===== config.mk =====
export PLATFORM = sky130hd
export DESIGN_NAME = sram_master
export DESIGN_NICKNAME = d
export VERILOG_FILES = /design/src/rtl/sram_master.sv
export SDC_FILE = /design/constraint.sdc
export NUM_CORES = 1
export LEC_CHECK = 0
export ABC_AREA = 1
export CAP_MARGIN = 20
export CORE_ASPECT_RATIO = 1.75
export CORE_UTILIZATION = 35
export DETAILED_ROUTE_END_ITERATION = 8
export SYNTH_ARGS = -nofsm -noshare
export SYNTH_HDL_FRONTEND = slang
export SYNTH_SLANG_ARGS = --single-unit

===== constraint.sdc =====
create_clock -name sck -period 1.7 [get_ports sck]
set_input_delay 0.255 -clock sck [delete_from_list [all_inputs] [get_ports sck]]
set_output_delay 0.255 -clock sck [all_outputs]
set_load 0.02 [all_outputs]

===== src/rtl/sram_master.sv =====
// sram_master: splits 32-bit word requests into two
// 16-bit SRAM driver accesses with timed chip select.
module sram_master #(
  parameter int WAIT_CYCLES = 2,
  parameter int CNT_W       = 4
) (
  input  logic        sck,
  input  logic        rst,
  input  logic        req,
  input  logic        we,
  input  logic [17:0] addr,
  input  logic [31:0] wdata,
  output logic [31:0] rdata,
  output logic        busy,
  output logic        done,
  output logic        cs_n,
  output logic [35:0] mosi,
  input  logic [15:0] miso
);

  typedef enum logic [2:0] {
    S_IDLE,
    S_LO_SETUP,
    S_LO_ACC,
    S_LO_HOLD,
    S_HI_SETUP,
    S_HI_ACC,
    S_HI_HOLD,
    S_DONE
  } state_t;

  localparam logic [CNT_W-1:0] CNT_LOAD =
    CNT_W'(WAIT_CYCLES - 1);

  state_t           state;
  logic [CNT_W-1:0] cnt;
  logic             we_q;
  logic [17:0]      addr_q;
  logic [15:0]      wdata_hi;
  logic [31:0]      rbuf;

  // Sequencer: drives registered cs_n/mosi and
  // assembles read data one halfword at a time.
  always_ff @(posedge sck or negedge rst) begin
    if (!rst) begin
      state    <= S_IDLE;
      cnt      <= '0;
      we_q     <= 1'b0;
      addr_q   <= '0;
      wdata_hi <= '0;
      rbuf     <= '0;
      rdata    <= '0;
      busy     <= 1'b0;
      done     <= 1'b0;
      cs_n     <= 1'b1;
      mosi     <= '0;
    end else begin
      unique case (state)
        S_IDLE: begin
          if (req) begin
            we_q     <= we;
            addr_q   <= addr;
            wdata_hi <= wdata[31:16];
            mosi     <= {we,
                         we ? wdata[15:0] : 16'h0,
                         addr, 1'b0};
            busy     <= 1'b1;
            state    <= S_LO_SETUP;
          end
        end
        S_LO_SETUP: begin
          cs_n  <= 1'b0;
          cnt   <= CNT_LOAD;
          state <= S_LO_ACC;
        end
        S_LO_ACC: begin
          if (cnt == '0) begin
            cs_n <= 1'b1;
            if (!we_q) rbuf[15:0] <= miso;
            state <= S_LO_HOLD;
          end else begin
            cnt <= cnt - 1'b1;
          end
        end
        S_LO_HOLD: begin
          mosi  <= {we_q,
                    we_q ? wdata_hi : 16'h0,
                    addr_q, 1'b1};
          state <= S_HI_SETUP;
        end
        S_HI_SETUP: begin
          cs_n  <= 1'b0;
          cnt   <= CNT_LOAD;
          state <= S_HI_ACC;
        end
        S_HI_ACC: begin
          if (cnt == '0) begin
            cs_n <= 1'b1;
            if (!we_q) rbuf[31:16] <= miso;
            state <= S_HI_HOLD;
          end else begin
            cnt <= cnt - 1'b1;
          end
        end
        S_HI_HOLD: begin
          mosi  <= '0;
          done  <= 1'b1;
          if (!we_q) rdata <= rbuf;
          state <= S_DONE;
        end
        S_DONE: begin
          done  <= 1'b0;
          busy  <= 1'b0;
          state <= S_IDLE;
        end
        default: state <= S_IDLE;
      endcase
    end
  end

endmodule


==> qor.csv, run 1 <==
metric,value,unit
die_y,179,um
post-route-period-util,97.4,%
antenna_cells,0,
crit_family,buffers and inverters,
seqCellArea,3630,um2
ys_warn_count,0,
cp.required,1440,ps
grt_pass1_wl,24600,um
synth_cells,702,
synth_seq_cells,145,
cts.clk_slew.worst_paths,60,ps
rr_worst_depth,6,
path_cells,clkdlybuf4s50_1,
initial_core_util,35.8,%
drt_iter0_drc,166,
place.port_buffers,140,
gp_congestion,0.749,
arrival,1400,ps
cts.sinks,145,
fin_nets,926,
grt_most_used_layer,met2,
maxCapViolations,0,
fill_cells,1630,
vias,4966,
cts_tree,yes,
timing.rr.end,wdata_hi[0]$_DFFE_PN0P_,
clock_latency,420,ps
post-route-drc-count,0,
worstSetupEndpointType,primary output,
antenna_found_initial,0,
rows,64,
crit_start,rdata[18]$_DFFE_PN0P_,
power.leakage,0.00452,uW
relSlewSlack,63.7,%
synth_seq_area_share,57.8,%
clk_root_buffer_cell,clkbuf_16,
avgSynthCellArea,8.94,um2
crit_path_top_delay_cell,clkdlybuf4s50_1,
synth_cell_types,26,
post_cts_buffers,0,
final_cell_mix,"294 x nand2_1, 144 x dfrtp_1, 124 x clkdlybuf4s50_1",
worstPathMaxFanout,2,
slew_violations,0,
multi_input_area,2260,um2
drtPass1Iterations,4,
skew,10.6,ps
cts_made_buffers,17,
layout-drive-gt1-share,10.3,%
regToRegStartpoint,state[1]$_DFFE_PN0P_,
met1_usage,20.4,%
placed_area,8030,um2
wl,15300,um
core_area,17500,um2
finalSetupViolCount,0,
gr-total-overflow,0,
fmax,604,MHz
wire_per_inst,14.0,um
die_w,103,um
cts.path.max_buffers,2,
pin_count,141,
grt_use_met3,3.39,%
dp_hpwl,10100,um
total_power,16600,uW
hp-class,in -> async,
final_hold_viol_count,0,
area_growth,37.9,%
post_drt_via_cell_ratio,4.54,
fin_crit,1660,ps
cp.depth,1,
cp-start-kind,flip-flop,
ant_nets,0,
grt_pass1_vias,4970,
grt_max_degree,45,
syn_nets,778,
rsz0062_at_grt,yes,
htreeDepth,4,
worst_pin_slew,544,ps
endpoint,rdata[18],
syn_area,6270,um2
critical_path.max_stage_delay,620,ps
final_common_cell,nand2_1,
ir_drop,0.996,mV
critPathKind,reg -> out,
grt_usage,17.7,%
powerDensity,1920,nW/um2
crit_buf_inv,1,
r2r_slack,90,ps
use_met2,31.6,%
outcome,finished clean,
stdcell_area,8660,um2
design.die.area,18500,um2
-- registers in the layout (all words and copies together) (netlist names) --
name and count:
state 3, cnt 4, wdata_hi 16, addr_q 18, rdata 32, we_q 1, mosi 36, cs_n 1
done 1, busy 1, rbuf 32
-- worst min-delay path by stage --
| stage | startpoint | end | slack (ps) | cells after the start |
|---|---|---|---|---|
| 2_1_floorplan | rst | addr_q[0]$_DFFE_PN0P_ | -40 | 0 |
| 3_3_place_gp | rst | addr_q[1]$_DFFE_PN0P_ | 230 | 1 |
| 3_5_place_dp | rst | addr_q[1]$_DFFE_PN0P_ | 240 | 1 |
| 4_1_cts | rst | addr_q[1]$_DFFE_PN0P_ | 350 | 2 |
| 5_1_grt | rst | addr_q[1]$_DFFE_PN0P_ | 380 | 2 |
| 6_report | rst | addr_q[1]$_DFFE_PN0P_ | 340 | 2 |
-- cells in the mapped netlist, drive strengths merged --
library cell  number  area (um2)
mux2              16         221
dfstp              1        26.3
o22ai              1        6.26
clkbuf            15        56.3
xnor2              2        17.5
nand3             56         293
a21oi              3        15.0
nand3b             3        51.3
dfrtp            144        3600
ha                 6        75.1
a22o               1        8.76
o21ai             75         375
inv               50         193
nor2               7        33.8
buf               22         163
nand2            300        1140
-- per-layer routing --
metal | wire (um) | share of wire (%)
met5 | 0 | 0
met4 | 247 | 1.6
met3 | 592 | 3.9
met2 | 8150 | 53
met1 | 6310 | 41
-- where the power goes --
part / switching (uW) / internal, uW / leakage (uW) / total [uW]
Clock: 1410 / 2010 / 0.000253 / 3410
Sequential: 845 / 5050 / 0.00176 / 5900
Combinational: 4200 / 3080 / 0.00251 / 7280
-- per-stage QoR --
stage / setup WS, ps / setup TNS [ps] / hold slack, ps / std cells / util [%]
finish: 44.3 / 0 / 345 / 1093 / 49.4
global route: -49.5 / -240 / 376 / 1093 / 49.4
CTS: 1.65 / 0 / 350 / 1092 / 48.9
detailed placement: -84.5 / -2280 / 235 / 1060 / 45.8
global placement: -62.8 / -1630 / 231 / 1060 / 45.8
floorplan: 193 / 0 / -40.6 / 702 / -
-- what timing repair did --
action,in CTS,in global routing
cloned,0,1
endpoints found under the hold margin,37,0
resized for setup,4,27
hold buffers,1,0
setup endpoints to repair,8,83
-- kinds of logic after synthesis --
group                      after synthesis  share of synthesized area [%]
and+or+nand+nor                        366                           24.1
DFF                                    145                           57.8
buffers and inverters                   87                           6.56
AOI/OAI and AO/OA                       80                           6.46
muxes                                   16                           3.53
adders and majority gates                6                           1.20
xor gates and xnor gates                 2                          0.279
-- area by class of cell --
class,instances,share of cell area [%]
clock inverter,8,0.650
multi-input combinational,471,26.1
sequential,145,41.9
timing repair buffer,165,20.0
inverter,50,2.31
clock buffer,23,5.64
tap,231,3.34
No activity file was read; power rests on OpenSTA's default activity.
==> inputs of run 2 (changes only) <==
- DONT_BUFFER_PORTS: not set -> 1
- PLACE_DENSITY: not set -> 0.45
==> qor.csv, run 2 (same netlist as run 1, synthesis figures left out) <==
metric,value,unit,change
outcome,"complete, but fails checks",,
violations,"negative hold slack, negative setup slack",,
post_cts_buffers,0,,unchanged
final_core_util,43.0,%,-6.3 points
final_cell_mix,"295 x nand2_1, 144 x dfrtp_1, 55 x nand3_1",,
fmax,583,MHz,-3.5%
arrival,2020,ps,+620 ps
cts_made_buffers,17,,unchanged
critPathKind,reg -> reg,,
post-route-drc-count,0,,unchanged
worstSetupEndpointType,flip-flop,,
area_growth,20.2,%,
fill_cells,1722,,+5.6%
swShare,40.4,%,+1.5 points
r2r_slack,-20,ps,-110 ps
power.leakage,0.00394,uW,-13%
cts.sinks,145,,unchanged
internal_power,9340,uW,-7.9%
vias,4623,,-6.9%
path_cells,inv_1 -> ha_1 -> buf_4 -> nand3_4 -> buf_12 -> mux2_4,,
cts_tree,yes,,
place_ws,-92.6,ps,-8.11 ps
worst_pin_slew,450,ps,-93.8 ps
grt_pass1_wl,24200,um,-1.7%
grt_use_met3,3.98,%,+0.58 points
skew,11.8,ps,+1.23 ps
fin_crit,1720,ps,+60.8 ps
initial_core_util,35.8,%,unchanged
crit_buf_inv,3,,+2
clock_latency,420,ps,about the same
final_hold_viol_count,145,,+145
hold_ws,-464,ps,-809 ps
p_comb_share,31.0,%,-13 points
layout-drive-gt1-share,10.3,%,+0.011 points
ir_drop,1.18,mV,+18%
pin_count,141,,unchanged
power_switching,6330,uW,-1.9%
core_area,17500,um2,unchanged
relSlewSlack,69.9,%,+6.3 points
fin_nets,808,,-13%
gp_congestion,0.723,,-3.4%
cp-start-kind,flip-flop,,
drtPass1Iterations,4,,unchanged
timing.rr.end,wdata_hi[13]$_DFFE_PN0P_,,
hp-class,in -> async,,
dp_hpwl,9460,um,-6.6%
finalSetupViolCount,12,,+12
clk_root_buffer_cell,clkbuf_16,,
antenna_cells,0,,unchanged
worst_slack,-16.5,ps,-60.8 ps
cts-hold-fix-buffers,35,,+34
slew_violations,0,,unchanged
cp.required,2000,ps,+560 ps
die_y,179,um,unchanged
rsz0062_at_grt,yes,,
htreeDepth,4,,unchanged
grt_max_degree,146,,+220%
post_drt_via_cell_ratio,4.74,,+4.3%
grt_pass1_vias,4835,,-2.7%
cts.path.max_buffers,2,,unchanged
antenna_found_initial,0,,unchanged
grt_usage,17.3,%,-0.47 points
rr_worst_depth,6,,unchanged
grt_most_used_layer,met2,,
design.die.area,18500,um2,unchanged
ant_nets,0,,unchanged
largest_register,mosi,,
wire_per_inst,15.5,um,+11%
powerDensity,2080,nW/um2,+8.4%
crit_family,buffers and inverters,,
maxCapViolations,0,,unchanged
drt_iter0_drc,146,,-12%
final_common_cell,nand2_1,,
regToRegStartpoint,state[1]$_DFFE_PN0P_,,
clockPowerShare,24.8,%,+4.2 points
rows,64,,unchanged
met1_usage,19.3,%,-1.0 points
wl,15200,um,-0.91%
die_w,103,um,unchanged
critical_path.max_stage_delay,410,ps,-210 ps
use_met2,31.0,%,-0.64 points
p_seq_share,44.3,%,+8.8 points
gr-total-overflow,0,,unchanged
worstPathMaxFanout,11,,+9
crit_path_top_delay_cell,dfrtp_1,,
post-route-period-util,101,%,+3.6 points
total_power,15700,uW,-5.6%
cts.clk_slew.worst_paths,60,ps,about the same
largestRegisters,"mosi (36), rbuf (32), rdata (32)",,
place.port_buffers,0,,-100%
largest_reg_flops,36,,unchanged
[run 2: cell count changes in the layout (fill, tap and decap cells not counted), sizes merged]
cell,delta
dlygate4sd3,+34
bufinv,+3
clkinvlp,-1
clkdlybuf4s50,-124
dlymetal6s2s,-12
nand3b,-1
clkinv,+1
inv,+1
dlygate4sd2,-3
clkbuf,-1
buf,-14
[run 2: layout make-up]
cell class                 count  area [um2]  share of cell area (%)
sequential                   145        3630                    48.1
multi-input combinational    470        2240                    29.7
timing repair buffer          48         571                    7.56
clock buffer                  20         457                    6.05
tap                          231         289                    3.83
inverter                      50         200                    2.65
clock inverter                12         156                    2.07
[run 2: worst max path at each step]
stage / from / end / slack, ps / cells past startpoint
detailed placement: state[1]$_DFFE_PN0P_ / mosi[14]$_DFFE_PN0P_ / -90 / 8
global route: state[0]$_DFFE_PN0P_ / rbuf[4]$_DFFE_PN0P_ / -130 / 7
finish: state[1]$_DFFE_PN0P_ / wdata_hi[13]$_DFFE_PN0P_ / -20 / 6
CTS: state[0]$_DFFE_PN0P_ / mosi[14]$_DFFE_PN0P_ / 6 / 10
global placement: state[1]$_DFFE_PN0P_ / mosi[10]$_DFFE_PN0P_ / -50 / 8
floorplan: state[0]$_DFFE_PN0P_ / wdata_hi[14]$_DFFE_PN0P_ / 190 / 5
[run 2: power by group through the flow]
| stage | clock, uW | sequential (uW) | combinational [uW] |
|---|---|---|---|
| floorplan | 0 | 6650 | 3880 |
| global placement | 0 | 6990 | 4590 |
| detailed placement | 0 | 7010 | 4690 |
| CTS | 3990 | 6970 | 4800 |
| global route | 4130 | 7180 | 5590 |
| finish | 3890 | 6930 | 4850 |
[run 2: what timing repair did]
action / 4_1_cts / 5_1_grt
hold endpoints to repair: 187 / 145
gates cloned: 0 / 2
setup endpoints to repair: 36 / 63
resized for setup: 3 / 11
[run 2: metal layers]
layer	vias to the layer above	part of all wire (%)	wire length, um
met3	9	5.3	800
li1	2270	-	-
met4	0	1.6	239
met1	2233	41	6160
met5	-	0	0
met2	111	52	7960
[run 2: through the flow]
step                setup TNS [ps]  cell area, um2  instances
floorplan                        0            6270        702
global placement             -1110            6490        907
detailed placement           -1930            6490        907
CTS                              0            7460        974
global route                 -3900            7540        976
finish                        -104            7540        976
